## src/rtl/aes_uart_pkg.sv

```systemverilog
// Shared types and sizes for the AES block <-> UART byte path.
package aes_uart_pkg;

  localparam int BLOCK_BYTES = 16;
  localparam int BLOCK_W     = 128;
  localparam int BYTE_W      = 8;

  typedef enum logic [1:0] {IDLE, LOAD, WAIT, DONE} blk_state_e;
  typedef enum logic [1:0] {B_IDLE, B_START, B_DATA, B_STOP} bit_state_e;

endpackage

```

## src/rtl/uart_tx.sv

```systemverilog
// 8N1 UART byte transmitter: one start bit, eight data bits LSB first, one stop bit.
//   state   | meaning
//   B_IDLE  | line high, waiting for start_tx
//   B_START | start bit (low)
//   B_DATA  | data bits 0..7, LSB first
//   B_STOP  | stop bit (high); byte_done in its last cycle
module uart_tx
  import aes_uart_pkg::*;
#(
  parameter int CLKS_PER_BIT = 868
) (
  input  logic              clk,
  input  logic              rst_tx,
  input  logic              start_tx,
  input  logic [BYTE_W-1:0] data_tx,
  output logic              sig_tx,
  output logic              busy,
  output logic              byte_done
);

  localparam int BAUD_W = (CLKS_PER_BIT > 1) ? $clog2(CLKS_PER_BIT) : 1;
  localparam logic [BAUD_W-1:0] BAUD_RELOAD = BAUD_W'(CLKS_PER_BIT - 1);

  bit_state_e        state_q, state_d;
  logic [BAUD_W-1:0] baud_q, baud_d;
  logic [2:0]        idx_q, idx_d;
  logic [BYTE_W-1:0] data_q, data_d;
  logic              sig_q, sig_d;

  always_comb begin
    state_d = state_q;
    baud_d  = baud_q;
    idx_d   = idx_q;
    data_d  = data_q;
    sig_d   = sig_q;
    if (state_q != B_IDLE && baud_q != '0) begin
      baud_d = baud_q - 1'b1;
    end else begin
      case (state_q)
        B_IDLE: begin
          if (start_tx) begin
            state_d = B_START;
            baud_d  = BAUD_RELOAD;
            data_d  = data_tx;
            idx_d   = 3'd0;
            sig_d   = 1'b0;
          end
        end
        B_START: begin
          state_d = B_DATA;
          baud_d  = BAUD_RELOAD;
          sig_d   = data_q[0];
        end
        B_DATA: begin
          baud_d = BAUD_RELOAD;
          if (idx_q == 3'd7) begin
            state_d = B_STOP;
            sig_d   = 1'b1;
          end else begin
            idx_d  = idx_q + 3'd1;
            data_d = data_q >> 1;
            sig_d  = data_q[1];
          end
        end
        default: begin
          state_d = B_IDLE;
          sig_d   = 1'b1;
        end
      endcase
    end
  end

  always_ff @(posedge clk) begin
    if (rst_tx) begin
      state_q <= B_IDLE;
      baud_q  <= '0;
      idx_q   <= '0;
      data_q  <= '0;
      sig_q   <= 1'b1;
    end else begin
      state_q <= state_d;
      baud_q  <= baud_d;
      idx_q   <= idx_d;
      data_q  <= data_d;
      sig_q   <= sig_d;
    end
  end

  assign sig_tx    = sig_q;
  assign busy      = (state_q != B_IDLE);
  assign byte_done = (state_q == B_STOP) && (baud_q == '0);

endmodule

```

## src/rtl/aes_to_tx.sv

```systemverilog
// Serialises one 128-bit AES block as 16 UART bytes, byte 0 (data_in[7:0]) first.
//   state | meaning
//   IDLE  | ready_in high, waiting for a block
//   LOAD  | present next byte to uart_tx and pulse start
//   WAIT  | byte on the line; shift block on byte_done
//   DONE  | one-cycle done_tx pulse, then back to IDLE
module aes_to_tx
  import aes_uart_pkg::*;
#(
  parameter int CLKS_PER_BIT = 868
) (
  input  logic               clk,
  input  logic               rst_tx,
  input  logic [BLOCK_W-1:0] data_in,
  input  logic               valid_in,
  output logic               ready_in,
  output logic               sig_tx,
  output logic               busy_tx,
  output logic               done_tx,
  output logic [BYTE_W-1:0]  tx_byte
);

  blk_state_e         state_q, state_d;
  logic [BLOCK_W-1:0] shreg_q, shreg_d;
  logic [3:0]         cnt_q, cnt_d;
  logic [BYTE_W-1:0]  tx_byte_q, tx_byte_d;
  logic               start_q, start_d;
  logic               ready_q, ready_d;
  logic               busy_q, busy_d;
  logic               done_q, done_d;
  logic               uart_busy, byte_done;

  always_comb begin
    state_d   = state_q;
    shreg_d   = shreg_q;
    cnt_d     = cnt_q;
    tx_byte_d = tx_byte_q;
    start_d   = 1'b0;
    ready_d   = ready_q;
    busy_d    = busy_q;
    done_d    = 1'b0;
    case (state_q)
      IDLE: begin
        if (valid_in && ready_q) begin
          shreg_d = data_in;
          cnt_d   = 4'd0;
          busy_d  = 1'b1;
          ready_d = 1'b0;
          state_d = LOAD;
        end
      end
      LOAD: begin
        if (!uart_busy) begin
          tx_byte_d = shreg_q[BYTE_W-1:0];
          start_d   = 1'b1;
          state_d   = WAIT;
        end
      end
      WAIT: begin
        if (byte_done) begin
          shreg_d = shreg_q >> BYTE_W;
          cnt_d   = cnt_q + 4'd1;  // 15 -> 0 wrap leaves cnt cleared for the next block
          if (cnt_q == 4'(BLOCK_BYTES - 1)) begin
            state_d = DONE;
            done_d  = 1'b1;
            busy_d  = 1'b0;
          end else begin
            state_d = LOAD;
          end
        end
      end
      default: begin
        ready_d = 1'b1;
        state_d = IDLE;
      end
    endcase
  end

  always_ff @(posedge clk) begin
    if (rst_tx) begin
      state_q   <= IDLE;
      shreg_q   <= '0;
      cnt_q     <= '0;
      tx_byte_q <= '0;
      start_q   <= 1'b0;
      ready_q   <= 1'b1;
      busy_q    <= 1'b0;
      done_q    <= 1'b0;
    end else begin
      state_q   <= state_d;
      shreg_q   <= shreg_d;
      cnt_q     <= cnt_d;
      tx_byte_q <= tx_byte_d;
      start_q   <= start_d;
      ready_q   <= ready_d;
      busy_q    <= busy_d;
      done_q    <= done_d;
    end
  end

  uart_tx #(.CLKS_PER_BIT(CLKS_PER_BIT)) u_uart_tx (
    .clk       (clk),
    .rst_tx    (rst_tx),
    .start_tx  (start_q),
    .data_tx   (tx_byte_q),
    .sig_tx    (sig_tx),
    .busy      (uart_busy),
    .byte_done (byte_done)
  );

  assign ready_in = ready_q;
  assign busy_tx  = busy_q;
  assign done_tx  = done_q;
  assign tx_byte  = tx_byte_q;

endmodule

```

## config.mk

```make
export PLATFORM = sky130hd
export DESIGN_NAME = aes_to_tx
export DESIGN_NICKNAME = d
export VERILOG_FILES = /design/src/rtl/aes_uart_pkg.sv /design/src/rtl/uart_tx.sv /design/src/rtl/aes_to_tx.sv
export SDC_FILE = /design/constraint.sdc
export NUM_CORES = 1
export LEC_CHECK = 0
export BUFFER_PORTS_ARGS = -buffer_cell sky130_fd_sc_hd__buf_2
export CAP_MARGIN = 20
export CORE_ASPECT_RATIO = 0.8
export CORE_UTILIZATION = 50
export CTS_CLUSTER_SIZE = 16
export DETAILED_ROUTE_END_ITERATION = 6
export GPL_TIMING_DRIVEN = 0
export PLACE_DENSITY = 0.83
export SYNTH_ARGS = -nofsm -noshare
export SYNTH_HDL_FRONTEND = slang
export SYNTH_SLANG_ARGS = --single-unit
export TNS_END_PERCENT = 10
```

## constraint.sdc

```tcl
create_clock -name clk -period 3.2 [get_ports clk]
set_clock_uncertainty 0.1 [all_clocks]
set_input_delay 0.16 -clock clk [delete_from_list [all_inputs] [get_ports clk]]
set_output_delay 0.16 -clock clk [all_outputs]
set_load 0.02 [all_outputs]
```

* Word-level counts from Yosys, hierarchy flattened
Cells that the tools add are included.
** Word-level totals
- Flip-flop bits (word level) :: 170
- Bits of input ports :: 131
** Cells by class
- Reductions and logical operators :: 24
- Bitwise logic cells :: 6
- Equal/unequal tests :: 15
- Add/sub/neg operators :: 3
- Muxes and demuxes :: 34
** Operators with widths (count)
- $mux 128 :: 2
- $pmux 128 s2 :: 1
- $mux 10 :: 2
- $pmux 10 s2 :: 1
- $mux 8 :: 2
- $pmux 8 s2 :: 1
- $mux 2 :: 6
- $ne 2x2->1 const B :: 6
- $pmux 2 s3 :: 2
- $logic_not 10->1 :: 1
- $reduce_bool 10->1 :: 1
- $sub 10x1->10 const B :: 1
- $reduce_and 3->1 :: 3
- $mux 1 :: 8
- $mux 4 :: 2
- $pmux 4 s2 :: 1
- $reduce_and 2->1 :: 4
- $reduce_and 4->1 :: 2
- $eq 2x2->1 const B :: 3
- $mux 3 :: 2
- $not 1->1 :: 6
- $pmux 3 s2 :: 1
- $reduce_bool 2->1 :: 3
- $reduce_or 2->1 :: 3
- 13 further kinds :: 18

* Longest topological paths before layout
- Depth after elaboration :: 4
- Depth in mapped cells :: 9

* Cells and area by module
Synthesis repeated with hierarchy kept, for this count alone.
** Unflattened totals
- Cell total of the unflattened synthesis :: 855
- Area, all modules :: 8779.7 µm²
** Modules (own cells, without submodules)
- aes_to_tx :: instances 1, sequential area each 2922.8 µm², area an instance 7395.8 µm², cells each 708
- uart_tx :: instances 1, sequential area each 480.5 µm², area an instance 1383.8 µm², cells each 147

* Worst setup path before layout
Ideal clock, no wire load.
- Path type :: reg2reg
- From :: register u_uart_tx.baud_q[0]
- To :: register shreg_q[0]
- Data arrival time :: 1.976 ns
- Cell stages (with the launch flop) :: 10
- Data required time :: 2.980 ns
- Setup slack :: 1.005 ns
- Setup time :: 0.120 ns
- Period minus slack after synthesis :: 2.195 ns
- Buffers on the path :: 3
- Cell sequence :: dfxtp_1 -> inv_1 -> ha_1 -> or3b_1 -> clkbuf_1 -> nor4_4 -> a21oi_1 -> buf_4 -> buf_6 -> mux2i_1
** Between the ends
- Longest elaborated chain between the ends :: 4
** RTL lines
- start: declaration :: RTL line uart_tx.sv:25 : logic [BAUD_W-1:0] baud_q, baud_d;
- start signal: assignment :: RTL line uart_tx.sv:82 : baud_q <= baud_d;
- $logic_not 10->1 :: RTL line uart_tx.sv:91 : assign byte_done = (state_q == B_STOP) && (baud_q == '0);
- $logic_and 1x1->1 :: RTL line uart_tx.sv:91
- $ne 2x2->1 (no source line)
- $reduce_and 3->1 (no source line)
- end signal: assignment :: RTL line aes_to_tx.sv:91 : shreg_q <= shreg_d;
- end: declaration :: RTL line aes_to_tx.sv:24 : logic [BLOCK_W-1:0] shreg_q, shreg_d;
No other way between the ends.
A chain may end at the register's enable or synchronous reset.

* Worst setup path after layout
- From :: register state_q[0]
- To :: register shreg_q[4]
** Between the ends
- Longest elaborated chain between the ends :: 3
- Elaborated cells between the ends (all ways) :: 7
- Classes of those cells :: 3 x eq/ne; 1 x mux; 3 x reduce/logical
** RTL lines
- start: declaration :: RTL line aes_to_tx.sv:23 : blk_state_e state_q, state_d;
- start signal: assignment :: RTL line aes_to_tx.sv:90 : state_q <= state_d;
- $eq 2x2->1 / $logic_not 2->1 (equally long branches) :: RTL line aes_to_tx.sv:42 : case (state_q)
- $ne 2x2->1 (no source line) / $reduce_bool 2->1 (equally long branches)
- $reduce_and 3->1 (no source line)
Several ways; a longest one is shown, not always the timed one.

==> impl_results.md <==
- Run status: complete, no violations
- MaxCap Viol Count: 0
- Post-Route Setup TNS: 0 ns
- CTS tree: done
- Post-CTS sizing: 0
- IO Pins: 143
- Crit path capture type: flop
- Hold Violations, Final: 0
- Filler cells: 1405
- Tcrit/Tclk final: 0.874
- Worst hold path type: primary input to flop
- Vias per inst: 5.46
- Syn_nets: 1092
- PnR Total Power: 0.00823 W
- Placer Congestion: 0.842
- Initial cell density of the core: 0.516
- Largest area contributor in the synthesized netlist: dfxtp_1
- Count of warnings emitted by yosys: 0
- Syn avg cell area: 9.09 µm²
- Post-DP HPWL: 15.7 mm
- Num CTS Buffers: 17
- Vias in the first global route: 7084
- Post-synthesis sequential area ratio: 0.394
- Count of different cell masters after synthesis: 50
- Die area: 17800 µm²
- I/O Buffers: 142
- Htree depth: 4
- Worst path max stage delay: 0.62 ns
- Worst IR Drop VDD: 0.485 mV
- Met3 GRT Util: 0.0570
- Syn Std Cell Area: 8630 µm²
- Root buffer cell: clkbuf_16
- Pwr dens: 796 nW/µm²
- EDFF count, synth: 0
- Post CTS Setup Buffer Count: 0
- Die width: 149 µm
- Antenna viol nets, final: 0
- Critical Path Fanout Max: 10
- Worst EP required: 3.44 ns
- Number of remaining DRC errors: 0
- Met2 usage: 0.395
- Row cnt: 42
- Top post-synthesis cells by area: dfxtp_1 39%, mux2_2 16%, mux2i_1 14%, nand2_1 11%, clkbuf_1 2.4%
- F_max: 358 MHz
- FFs w/ async S/R, synth: 0
- Die Y-Extent: 119 µm
- Main synth FF type: dfxtp_1
- Initial antenna violation count: 6
- CP cell instances: inv_1 -> ha_1 -> a21boi_0 -> nor2b_1 -> a21oi_1 -> buf_4 -> buf_6 -> mux2i_1
- Yosys reg bits: 170
- Rel. slew slack: 0.366
- M1 GR Usage: 0.336
- GR peak layer: met2
- CP max stage cell: a21boi_0
- Lkg Pwr: 4.62 nW
- Core footprint: 16700 µm²
- RSZ-0062 raised after global routing: no
- Drt initial violations: 510
- Total GRT Usage: 0.250
- Maximum number of pins on one net before global-route repair: 17
- Top-area cell type share of the netlist area: 0.394
- Post-cts hold buffer count: 9
- First-pass GRT wire length: 35.1 mm
- Final setup viols: 0
- WL/cell: 16.0 µm
- Final max-slew violation count: 0
- Clock Latency Late Sink: 0.43 ns
- Crit path DAT: 3.04 ns
- Maximum clock path buffer count: 2
- DR vias: 7409
- Post-synthesis cell count: 949
- Clock transition at the registers of the reported paths: 0.06 ns
- Initial DRT Pass Iterations: 6
- Least-Margin Pin Slew: 0.946 ns
- GR Overflow Total: 0
- Total Wirelength: 21.7 mm
- Share of layout cells above drive strength 1: 0.272
- Setup CP Type: flop to flop
- Final #Nets: 1262
- Clock Sinks: 170
- Crit path time final: 2.80 ns
- CP Launch Type: flop
- Area grow syn2layout: 19.8%
through the flow:
stage	worst slack [ns]	util	instance area [µm²]	std cells	hold slack, ns
2_1_floorplan	1.00	-	8630	949	0.196
5_1_grt	0.225	0.618	10300	1354	0.0226
4_1_cts	0.416	0.618	10300	1352	0.00606
3_5_place_dp	0.492	0.575	9610	1311	0.304
3_3_place_gp	0.578	0.575	9610	1311	0.307
6_report	0.404	0.618	10300	1358	0.0182
Yosys cell counts, drive strengths merged (2+ instances only):
cell      n
dfxtp   170
o21a      2
and3      2
a22o      2
nor3     14
nor4      4
xnor2     2
nor3b     5
buf      16
a221oi    7
nand4     3
nand2   264
nor2b    10
nand3    12
mux2    121
a21o      2
a21oi    29
o211ai    9
ha       12
o21ai    12
mux2i   122
or4       2
a31oi     5
nor2     12
a21boi    2
o41ai     3
nand2b    2
a211oi    7
clkbuf   56
a311oi    7
inv      18
registers in the layout, summed over array words and instances (netlist names):
name               flops
start_q                1
cnt_q                  4
done_tx                1
busy_tx                1
u_uart_tx.baud_q      10
tx_byte                8
ready_in               1
u_uart_tx.data_q       8
u_uart_tx.sig_tx       1
shreg_q              128
u_uart_tx.idx_q        3
state_q                2
u_uart_tx.state_q      2
layer usage:
metal,wire length (µm),up-vias
met4,384,2
met2,10000,214
met5,8,-
met3,1240,31
li1,-,3635
met1,10100,3527
worst paths after layout:
path / from / end / slack, ns / cells after the start
worst max register to register: state_q[0]$_SDFFE_PP0P_ / shreg_q[4]$_SDFFE_PP0P_ / 0.40 / 8
worst min-delay path: data_in[61] / shreg_q[61]$_SDFFE_PP0P_ / 0.02 / 4
worst max-delay path: state_q[0]$_SDFFE_PP0P_ / shreg_q[4]$_SDFFE_PP0P_ / 0.40 / 8
worst min register to register: shreg_q[62]$_SDFFE_PP0P_ / shreg_q[62]$_SDFFE_PP0P_ / 0.36 / 2
kinds of logic after synthesis:
family	count (synthesis)	synth area share
compound gates	95	0.0744
xor+xnor	2	0.00203
fa+ha+maj	12	0.0174
buf+inv	91	0.0483
flops	170	0.394
mux	243	0.299
simple gates	336	0.164
cell usage in the layout (no fill, tap or decap), types with 5 or more instances in the layout:
| master | n |
|---|---|
| nand3_1 | 12 |
| a211oi_1 | 7 |
| nor3_1 | 14 |
| clkinvlp_4 | 5 |
| a221oi_1 | 7 |
| mux2_2 | 121 |
| ha_1 | 12 |
| diode_2 | 6 |
| dlygate4sd3_1 | 9 |
| clkbuf_16 | 17 |
| inv_1 | 18 |
| o21ai_0 | 12 |
| buf_6 | 9 |
| clkbuf_1 | 58 |
| o211ai_1 | 9 |
| nor2b_1 | 10 |
| a31oi_1 | 5 |
| mux2i_1 | 122 |
| nor2_1 | 12 |
| nor3b_1 | 5 |
| buf_2 | 145 |
| dfxtp_1 | 170 |
| a21oi_1 | 29 |
| a311oi_1 | 7 |
| nand2_1 | 264 |
critical path: cells and delay by family, from the launching register on:
kind | cells | cell delay (ns)
adder cells (fa/ha/maj) | 1 | 0.25
multiplexers | 1 | 0.24
AND/OR/NAND/NOR | 1 | 0.18
AO/OA/AOI/OAI | 2 | 0.99
flip-flops | 1 | 0.34
buffers and inverters | 3 | 0.61
power breakdown:
part | internal, W | total, W | switching (W)
logic | 0.00143 | 0.00309 | 0.00166
clock network | 0.00129 | 0.00215 | 0.000859
registers | 0.00265 | 0.00299 | 0.000337
total | 0.00537 | 0.00823 | 0.00285
cell type report:
class	count	area, µm²	area share
Tap cell	220	275	0.0266
Clock buffer	22	474	0.0459
Buffer	72	345	0.0334
Sequential cell	170	3400	0.329
Antenna cell	6	15.0	0.00145
Timing Repair Buffer	151	801	0.0775
Clock inverter	10	141	0.0137
Multi-Input combinational cell	688	4810	0.465
Inverter	19	71.3	0.00690
Note: power is estimated with default switching activity, not from simulation.
